[src/rtl/fifo_stream_reader_pkg.sv]
// Shared types and constants for the FIFO read-side drain engine.
// Word width and output buffer depth are fixed here and never overridden locally.
package fifo_stream_reader_pkg;

    localparam int FIFO_WIDTH   = 16;
    localparam int RD_BUF_DEPTH = 3;
    localparam int PTR_WIDTH    = 2;
    localparam int OCC_WIDTH    = 2;

    typedef logic [FIFO_WIDTH-1:0] fifo_word_t;
    typedef logic [PTR_WIDTH-1:0]  buf_ptr_t;
    typedef logic [OCC_WIDTH-1:0]  buf_occ_t;

    localparam buf_occ_t OCC_FULL = buf_occ_t'(RD_BUF_DEPTH);

    // Pointers walk 0,1,2,0,... since the buffer depth is not a power of two.
    function automatic buf_ptr_t ptr_inc(input buf_ptr_t p);
        buf_ptr_t nxt;
        if (p == buf_ptr_t'(RD_BUF_DEPTH - 1)) begin
            nxt = '0;
        end else begin
            nxt = p + buf_ptr_t'(1);
        end
        return nxt;
    endfunction

endpackage

[src/rtl/fifo_stream_reader_if.sv]
// Downstream valid/ready word stream produced by the drain engine.
// master drives data/valid, slave drives ready.
interface fifo_stream_reader_if;
    import fifo_stream_reader_pkg::*;

    fifo_word_t m_data;
    logic       m_valid;
    logic       m_ready;

    modport master (
        output m_data,
        output m_valid,
        input  m_ready
    );

    modport slave (
        input  m_data,
        input  m_valid,
        output m_ready
    );

endinterface

[src/rtl/fifo_stream_reader_rd_skid_buf.sv]
// Three-entry circular output buffer sitting between FIFO read data and the stream.
// Head is forced to zero while empty so the stream data bus is quiet when idle.
module fifo_stream_reader_rd_skid_buf
    import fifo_stream_reader_pkg::*;
(
    input  logic       clk_i,
    input  logic       rst_i,
    input  logic       push_i,
    input  fifo_word_t push_data_i,
    input  logic       pop_i,
    output fifo_word_t head_o,
    output buf_occ_t   occ_o
);

    fifo_word_t mem_q [RD_BUF_DEPTH];
    buf_ptr_t   wr_ptr_q, wr_ptr_d;
    buf_ptr_t   rd_ptr_q, rd_ptr_d;
    buf_occ_t   occ_q, occ_d;

    always_comb begin
        wr_ptr_d = wr_ptr_q;
        rd_ptr_d = rd_ptr_q;
        occ_d    = occ_q;
        if (push_i) begin
            wr_ptr_d = ptr_inc(wr_ptr_q);
        end
        if (pop_i) begin
            rd_ptr_d = ptr_inc(rd_ptr_q);
        end
        case ({push_i, pop_i})
            2'b10:   occ_d = occ_q + buf_occ_t'(1);
            2'b01:   occ_d = occ_q - buf_occ_t'(1);
            default: occ_d = occ_q;
        endcase
    end

    always_ff @(posedge clk_i) begin
        if (rst_i) begin
            wr_ptr_q <= '0;
            rd_ptr_q <= '0;
            occ_q    <= '0;
        end else begin
            wr_ptr_q <= wr_ptr_d;
            rd_ptr_q <= rd_ptr_d;
            occ_q    <= occ_d;
        end
    end

    // Storage needs no reset: it is only observed through occ_q.
    always_ff @(posedge clk_i) begin
        if (push_i && !rst_i) begin
            mem_q[wr_ptr_q] <= push_data_i;
        end
    end

    assign head_o = (occ_q != '0) ? mem_q[rd_ptr_q] : '0;
    assign occ_o  = occ_q;

    a_no_overflow : assert property (@(posedge clk_i) disable iff (rst_i)
        !(push_i && !pop_i && (occ_q == OCC_FULL)));

    a_no_underrun : assert property (@(posedge clk_i) disable iff (rst_i)
        !(pop_i && (occ_q == '0)));

endmodule

[src/rtl/fifo_stream_reader.sv]
// Read-side drain engine: issues FIFO reads, absorbs the one-cycle read latency,
// and streams words downstream at one per clock with a delivered-word count and sticky underflow flag.
module fifo_stream_reader
    import fifo_stream_reader_pkg::*;
#(
    parameter int CNT_WIDTH = 16
) (
    input  logic                 clk_i,
    input  logic                 rst_i,
    input  logic                 en_i,
    input  fifo_word_t           fifo_data_out_i,
    input  logic                 fifo_empty_i,
    input  logic                 fifo_underflow_i,
    output logic                 fifo_rd_en_o,
    fifo_stream_reader_if.master m_if,
    output logic [CNT_WIDTH-1:0] words_read_o,
    output logic                 underflow_err_o,
    input  logic                 clr_err_i
);

    logic                 inflight_q;
    logic                 err_q, err_d;
    logic [CNT_WIDTH-1:0] cnt_q, cnt_d;
    buf_occ_t             occ;
    fifo_word_t           head;
    logic [2:0]           pending;
    logic                 capture;
    logic                 push;
    logic                 pop;

    // Reserve a buffer slot for every read in flight so a returning word always fits.
    assign pending      = {1'b0, occ} + {2'b00, inflight_q};
    assign fifo_rd_en_o = !rst_i && en_i && !fifo_empty_i && (pending < 3'(RD_BUF_DEPTH));

    assign capture = inflight_q;
    assign push    = capture && !fifo_underflow_i;
    assign pop     = m_if.m_valid && m_if.m_ready;

    fifo_stream_reader_rd_skid_buf u_rd_skid_buf (
        .clk_i       (clk_i),
        .rst_i       (rst_i),
        .push_i      (push),
        .push_data_i (fifo_data_out_i),
        .pop_i       (pop),
        .head_o      (head),
        .occ_o       (occ)
    );

    assign m_if.m_valid = (occ != '0);
    assign m_if.m_data  = head;

    always_comb begin
        err_d = err_q;
        cnt_d = cnt_q;
        if (capture && fifo_underflow_i) begin
            err_d = 1'b1;
        end else if (clr_err_i) begin
            err_d = 1'b0;
        end
        if (pop) begin
            cnt_d = cnt_q + CNT_WIDTH'(1);
        end
    end

    always_ff @(posedge clk_i) begin
        if (rst_i) begin
            inflight_q <= 1'b0;
            err_q      <= 1'b0;
            cnt_q      <= '0;
        end else begin
            inflight_q <= fifo_rd_en_o;
            err_q      <= err_d;
            cnt_q      <= cnt_d;
        end
    end

    assign words_read_o    = cnt_q;
    assign underflow_err_o = err_q;

    a_capture_fits : assert property (@(posedge clk_i) disable iff (rst_i)
        !(capture && (occ == OCC_FULL)));

endmodule

[src/flat_wrapper.sv]
// flat-port wrapper written by rule: the top's interface ports become plain ports
module fifo_stream_reader_flat import fifo_stream_reader_pkg::*;
#(
    parameter int CNT_WIDTH = 16
)
  (clk_i, rst_i, en_i, fifo_data_out_i, fifo_empty_i, fifo_underflow_i, fifo_rd_en_o, words_read_o, underflow_err_o, clr_err_i, m_if_m_data, m_if_m_valid, m_if_m_ready);
  fifo_stream_reader_if m_if_i ();
  input  logic clk_i;
  input  logic rst_i;
  input  logic en_i;
  input  fifo_word_t fifo_data_out_i;
  input  logic fifo_empty_i;
  input  logic fifo_underflow_i;
  output logic fifo_rd_en_o;
  output logic [CNT_WIDTH-1:0] words_read_o;
  output logic underflow_err_o;
  input  logic clr_err_i;
  output wire logic [$bits(m_if_i.m_data)-1:0] m_if_m_data;
  output wire logic [$bits(m_if_i.m_valid)-1:0] m_if_m_valid;
  input wire logic [$bits(m_if_i.m_ready)-1:0] m_if_m_ready;
  assign m_if_m_data = m_if_i.m_data;
  assign m_if_m_valid = m_if_i.m_valid;
  assign m_if_i.m_ready = m_if_m_ready;
  fifo_stream_reader #(.CNT_WIDTH(CNT_WIDTH)) u_core (.clk_i(clk_i), .rst_i(rst_i), .en_i(en_i), .fifo_data_out_i(fifo_data_out_i), .fifo_empty_i(fifo_empty_i), .fifo_underflow_i(fifo_underflow_i), .fifo_rd_en_o(fifo_rd_en_o), .m_if(m_if_i), .words_read_o(words_read_o), .underflow_err_o(underflow_err_o), .clr_err_i(clr_err_i));
endmodule
[config.mk]
export PLATFORM = sky130hd
export DESIGN_NAME = fifo_stream_reader_flat
export DESIGN_NICKNAME = d
export VERILOG_FILES = /design/src/rtl/fifo_stream_reader_pkg.sv /design/src/rtl/fifo_stream_reader_if.sv /design/src/rtl/fifo_stream_reader_rd_skid_buf.sv /design/src/rtl/fifo_stream_reader.sv /design/src/flat_wrapper.sv
export SDC_FILE = /design/constraint.sdc
export NUM_CORES = 1
export LEC_CHECK = 0
export CELL_PAD_IN_SITES_DETAIL_PLACEMENT = 0
export CELL_PAD_IN_SITES_GLOBAL_PLACEMENT = 1
export CORE_MARGIN = 1.5
export CORE_UTILIZATION = 47
export CTS_BUF_LIST = sky130_fd_sc_hd__clkbuf_4
export CTS_CLUSTER_SIZE = 40
export DETAILED_ROUTE_END_ITERATION = 10
export PLACE_DENSITY_LB_ADDON = 0.1
export SYNTH_ARGS = -nofsm -noshare
export SYNTH_HDL_FRONTEND = slang
export SYNTH_HIERARCHICAL = 1
export SYNTH_SLANG_ARGS = --single-unit
[constraint.sdc]
create_clock -name clk_i -period 7.2 [get_ports clk_i]
set_clock_uncertainty 0.15 [all_clocks]
set_input_delay 1.8 -clock clk_i [delete_from_list [all_inputs] [get_ports clk_i]]
set_output_delay 1.8 -clock clk_i [all_outputs]
set_load 0.005 [all_outputs]
# Word level (Yosys, flattened, before mapping)

Memories as Yosys holds them, arrays and structs flattened. A register that Yosys moved wholly into a read port is not among the register bits.
Cells that the tools add are included.

Memories kept: 1
Bits in writable memories: 48
Output and inout bits: 35
Logic and storage cells: 41
Register bits: 24

Mux-type cells: 10
Equal/unequal tests: 4
$add $sub $neg: 6
$lt $le $gt $ge: 1
Reductions and logical operators: 13

Memories:

| memory                     | depth | width | rd ports | clocked after Yosys merged registers in | wr ports | line                                 | source |
|---|---|---|---|---|---|---|---|
| u_core.u_rd_skid_buf.mem_q | 3     | 16    | 1        | 1                                       | 1        | fifo_stream_reader_rd_skid_buf.sv:15 | `fifo_word_t mem_q [RD_BUF_DEPTH];` |

Operators with widths:

| cell                    | count |
|---|---|
| $add A16 B1 Y16 const B | 1 |
| $mux W16                | 1 |
| $mux W2                 | 4 |
| $logic_and A1 B1 Y1     | 7 |
| $add A2 B1 Y2 const B   | 3 |
| $eq A2 B2 Y1 const B    | 3 |
| $reduce_bool A2 Y1      | 3 |
| $mux W1                 | 4 |
| $pmux W2 S2             | 1 |
| $add A2 B1 Y3           | 1 |
| $logic_not A1 Y1        | 3 |
| $lt A3 B2 Y1 const B    | 1 |
| $eq A2 B1 Y1 const B    | 1 |
| $sub A2 B1 Y2 const B   | 1 |

# Logic depth before layout (Yosys ltp)

Gate-level depths: netlist of the first run.

Depth in word-level cells: 5
Depth in mapped cells: 7

# Cells and area by module

The synthesis of the first run kept the hierarchy.

By module, submodules not included:

| module                         | area an instance (um2) | sequential area each (um2) | instances | cells an instance |
|---|---|---|---|---|
| fifo_stream_reader_rd_skid_buf | 2242.2                 | 1601.5                     | 1         | 135 |
| fifo_stream_reader             | 824.5                  | 360.3                      | 1         | 96 |

# Worst setup path after synthesis of the first run

No wires, ideal clock.

Path kind: input -> output
Start: input rst_i
End: output fifo_rd_en_o
Path buffers: 1
Slack: 2449 ps
Required time: 5250 ps
Cell stages on the path: 3
Data arrival time: 2801 ps
Cells stage by stage: clkbuf_1 or4b_2 a21oi_1

Cells in the longest elaborated chain, start to end: 4

RTL lines:

| element                          | line                     | source |
|---|---|---|
| start, declared                  | flat_wrapper.sv:9        | `input logic rst_i;` |
| $logic_not A1 Y1                 | fifo_stream_reader.sv:33 | `assign fifo_rd_en_o = !rst_i && en_i && !fifo_empty_i && (pending < 3'(RD_BUF_DEPTH));` |
| $logic_and A1 B1 Y1 (3 in a row) | fifo_stream_reader.sv:33 |  |
| end, declared                    | flat_wrapper.sv:14       | `output logic fifo_rd_en_o;` |

No other way between the ends.

# Final worst setup path of the first run

Ends and elaborated chain as after synthesis.

==> results of run 1 <==
worst max path at each step:
stage,slack [ps],endpoint,startpoint,cells past startpoint
2_1_floorplan,2450,fifo_rd_en_o,rst_i,3
3_3_place_gp,1490,fifo_rd_en_o,rst_i,5
3_5_place_dp,1480,fifo_rd_en_o,rst_i,5
4_1_cts,1470,fifo_rd_en_o,rst_i,5
5_1_grt,1360,fifo_rd_en_o,rst_i,5
6_report,1480,fifo_rd_en_o,rst_i,5
critical path: stages:
cell and delay (ps):
clkdlybuf4s50_1 400, buf_4 220, or4b_2 700, a21oi_1 140, clkdlybuf4s50_1 510
power by group through the flow:
stage                     combinational [W]  clock, W  sequential (W)
final                             0.0000720  0.000285        0.000463
after global routing              0.0000794  0.000316        0.000464
after CTS                         0.0000733  0.000294        0.000463
after global placement            0.0000715         0        0.000473
after floorplan                   0.0000388         0        0.000468
after detailed placement          0.0000726         0        0.000473
cell usage after synthesis, types with 5 or more instances:
cell,count,share of area (%)
nor2_1,34,4.2
nand2_1,8,0.98
nor3_1,5,0.82
xnor2_1,9,2.6
nand4_1,5,1.0
a21oi_1,13,2.1
mux2_2,6,2.2
edfxtp_1,48,47
mux2_4,10,4.9
inv_1,6,0.73
mux2i_1,16,5.2
dfxtp_1,26,17
final cells by class:
class | instances | area [um^2] | share of cell area, %
clock buffers | 11 | 82.6 | 2.12
flip-flops and latches | 74 | 1960 | 50.5
repair buffers | 62 | 608 | 15.6
multi-input cells | 143 | 1040 | 26.7
inverters | 6 | 22.5 | 0.579
well taps | 77 | 96.3 | 2.48
clock inverters | 5 | 80.1 | 2.06
routing by layer:
layer / vias to the layer above / GRT usage, % / wire [um]
li1: 964 / - / -
met1: 900 / 20.6 / 2480
met2: 40 / 26.0 / 2560
met3: 5 / 4.75 / 226
met4: 0 / 7.15 / 65
met5: - / 0 / 0
kinds of logic (layout without fill, tap and decap cells):
group,count (synthesis),in the layout,share of synthesized area (%)
multiplexers,32,32,12.3
AO/OA/AOI/OAI,19,19,3.35
XOR/XNOR,13,13,3.71
adder cells (fa/ha/maj),4,4,1.63
AND/OR/NAND/NOR,75,75,12.3
buffers and inverters,14,84,2.69
flip-flops,74,74,64.0
through the flow:
stage	worst slack [ps]	instances	area, um^2
floorplan	2450	231	3070
global placement	1490	362	3730
detailed placement	1480	362	3730
CTS	1470	378	3890
global route	1360	378	3890
finish	1480	378	3890
state kept, by name, indices dropped and copies added (netlist names), named ones only:
signal and count:
u_core/u_rd_skid_buf/rd_ptr_q 2, u_core/u_rd_skid_buf/mem_q 48, u_core/underflow_err_o 1, u_core/u_rd_skid_buf/occ_o 2
u_core/capture 1, u_core/u_rd_skid_buf/wr_ptr_q 2, u_core/words_read_o 16
==> flow_summary.ini, run 1 <==
[die]
initial_core_util_pct = 48.6
rows = 29
die_area_um2 = 7020
die_y_um = 83.8
core_area_um2 = 6310
io_pins = 58
die_w_um = 83.8

[finish]
final.fill_count = 526
finish.utilization_pct = 61.6
final_common_cell = clkdlybuf4s50_1
layout_common_cells = clkdlybuf4s50_1, edfxtp_1, nor2_1
areaGrowthSynthToFinish_pct = 26.8
drive_gt1_share_pct = 15.3
antenna_cells = 0
fin_nets = 323

[clock_tree]
ctsResizeCount = 0
clk_pin_slew_worst_paths_ps = 110
post-cts-setup-buffers = 0
numCtsBuffers = 9
htreeDepth = 3
clock_sinks = 74
clk_latency_ps = 400
cts_tree = yes
holdBufCountCts = 0
cts_max_path_buffers = 2
root_buffer = clkbuf_4

[sta]
tightestPinTransition_ps = 1180
hold_viol = 0
fin_crit_sh_pct = 79.5
max_freq_ghz = 0.175
whs_ps = 323
drv_slew = 0
setup_viol = 0
setup_tns_ps = 0
rsz0062_at_grt = no
relSlewSlack_pct = 21.4
min_period_ps = 5720

[yosys]
syn_area_um2 = 3070
syn_area_per_cell_um2 = 13.3
yosysSeqAreaShare_pct = 64.0
synth-seq-cells = 74
synth_ff_type = edfxtp_1
synthCells = 231
async_flop_share_pct = 0
synth_cell_types = 33
syn-num-nets = 258
synth-edff-count = 48
ys.warnings.count = 6

[critical_path]
worstSetupPathType = in2out
reg2reg_from = u_core/u_rd_skid_buf/occ_o[0]
crit_arrival_ps = 3770
crit_fanout = 26
r2r_slack_ps = 5160
r2r_end = u_core/u_rd_skid_buf/occ_o[1]
worstSetupStartpointType = input port
cp.required_ps = 5250
ff2ff_path_depth = 6
end_kind = output port

[power]
p_int_w = 0.000648
pwr-share-seq_pct = 56.4
combPwrFrac_pct = 8.8
swShare_pct = 21.0
p_clk_share_pct = 34.8
p_total_w = 0.000820
p_leak_nw = 1.28
power.switching_w = 0.000172
power_density_nw_per_um2 = 211
irDropWorstVdd_uv = 123

[route]
dr.pass1.iters = 4
routed_wl_um = 5330
drc_errors = 0
first_iter_violations = 67
vias = 1909
viasPerCell = 5.05
drtAntennaViolNets = 0
drt-wirelength-per-cell_um = 14.1

[global_routing]
grt_max_degree = 27
grt_pass1_wl_um = 8800
grt_remaining_overflow = 0
antenna_found_initial = 0
track_usage_pct = 16.3
grt_pass1_vias = 1846

[hold_path]
min_from = u_core/underflow_err_o
hp-class = reg2reg
min_delay_path_depth = 2
hold_end = u_core/underflow_err_o

[placement]
place_hpwl_um = 3420
io_buffers = 57
place.gp.congestion = 0.751

[flow_run]
max-cap-violations = 0

[run_status]
status = finished, final reports clean
Power figures use the tool's default switching activity.
==> inputs of run 2 (changes only) <==
- CORE_UTILIZATION: 47 -> 39
- clock period: 7.2 -> 5.2 ns (I/O delays scaled with it)
==> flow_summary.ini, run 2 (same netlist as run 1, synthesis figures left out) <==
[critical_path]
end_kind = output port
cp_cell_sequence = clkdlybuf4s50_1 > or4b_2 > a21oi_1 > clkdlybuf4s50_1
cp-startpoint = rst_i
slowest_stage = or4b_2
crit_fanout = 2
cp.depth = 4
slowest_delay_ps = 690
path_buf_inv = 2
worstSetupStartpointType = input port
cpLargestDelayFamily = buffers and inverters
crit_top_cell = clkdlybuf4s50_1
worstSetupPathType = in2out
ff2ff_path_depth = 6
reg2reg_from = u_core/u_rd_skid_buf/occ_o[0]
crit_arrival_ps = 3070
cp.required_ps = 3750

[run_status]
status = finished, final reports clean

[die]
core_area_um2 = 7690
die_w_um = 91.7
rows = 32
die_area_um2 = 8400
die_y_um = 91.7
io_pins = 58
initial_core_util_pct = 39.9

[route]
drc_errors = 0
drtAntennaViolNets = 0
vias = 1919
drt-wirelength-per-cell_um = 13.8
viasPerCell = 4.75
first_iter_violations = 68
routed_wl_um = 5580
dr.pass1.iters = 4

[sta]
relSlewSlack_pct = 32.6
hold_viol = 0
fin_crit_sh_pct = 87.0
setup_ws_ps = 677
drv_slew = 0
setup_viol = 0
tightestPinTransition_ps = 1010
rsz0062_at_grt = no
setup_tns_ps = 0
max_freq_ghz = 0.221
min_period_ps = 4520
whs_ps = 330

[clock_tree]
htreeDepth = 3
post-cts-setup-buffers = 0
clock_sinks = 74
cts_max_path_buffers = 2
holdBufCountCts = 0
numCtsBuffers = 9
cts_tree = yes
ctsResizeCount = 0
clk_latency_ps = 410
clk_pin_slew_worst_paths_ps = 130
root_buffer = clkbuf_4

[hold_path]
hp-class = reg2reg
min_delay_path_depth = 2
min_from = u_core/underflow_err_o

[power]
power_density_nw_per_um2 = 290
p_leak_nw = 1.29
irDropWorstVdd_uv = 124

[finish]
final_common_cell = clkdlybuf4s50_1
antenna_cells = 0
areaGrowthSynthToFinish_pct = 27.9
fin_nets = 324
layout_common_cells = clkdlybuf4s50_1, edfxtp_1, nor2_1
largest-register = u_core/u_rd_skid_buf/mem_q
finalNonFillerCells = 404
drive_gt1_share_pct = 15.2
largest_reg_flops = 48

[global_routing]
grt_max_degree = 26
grt_pass1_wl_um = 9230
grt_remaining_overflow = 0
grt_pass1_vias = 1927
antenna_found_initial = 0
track_usage_pct = 14.5

[placement]
place.gp.congestion = 0.701
io_buffers = 57
place_hpwl_um = 3490
dpl_worst_slack_ps = 671
dp_cells = 388

[flow_run]
max-cap-violations = 0
## run 2: area by class of cell
type                       count  area, um^2
timing repair buffer          63         616
clock buffer                   9        67.6
clock inverter                 7        91.3
inverter                       6        22.5
multi-input combinational    143        1040
fill                         699        3760
tap                          102         128
sequential                    74        1960
## run 2: routing by layer
layer | share of wire, % | GRT usage, %
met1 | 46 | 18.1
met2 | 49 | 23.3
met3 | 4.2 | 4.15
met4 | 1.2 | 6.51
met5 | 0 | 0
## run 2: worst reg2reg max path: stages (launching register included)
cell and delay [ps]:
dfxtp_1 480, o21ai_0 110, buf_4 180, inv_1 230, ha_1 320, or3_1 370, a21oi_1 140
## run 2: final timing paths
check / slack, ps / to
hold reg to reg: 330 / u_core/underflow_err_o
setup reg to reg: 3160 / u_core/u_rd_skid_buf/occ_o[1]
setup / recovery: 680 / fifo_rd_en_o
hold / removal: 330 / u_core/underflow_err_o
## run 2: stage by stage
stage,total power (W),utilization (%),cell area (um^2)
floorplan,0.000702,-,3070
global placement,0.000757,49.0,3760
detailed placement,0.000758,49.0,3760
CTS,0.00115,51.0,3920
global route,0.00119,51.0,3920
finish,0.00114,51.0,3920
## run 2: power by group
group          switching [W]  leakage, nW  total (W)  internal, W
logic              0.0000391        0.564   0.000102    0.0000626
clock network       0.000201       0.0877   0.000395     0.000194
registers          0.0000111        0.642   0.000641     0.000630
total               0.000251         1.29    0.00114     0.000887
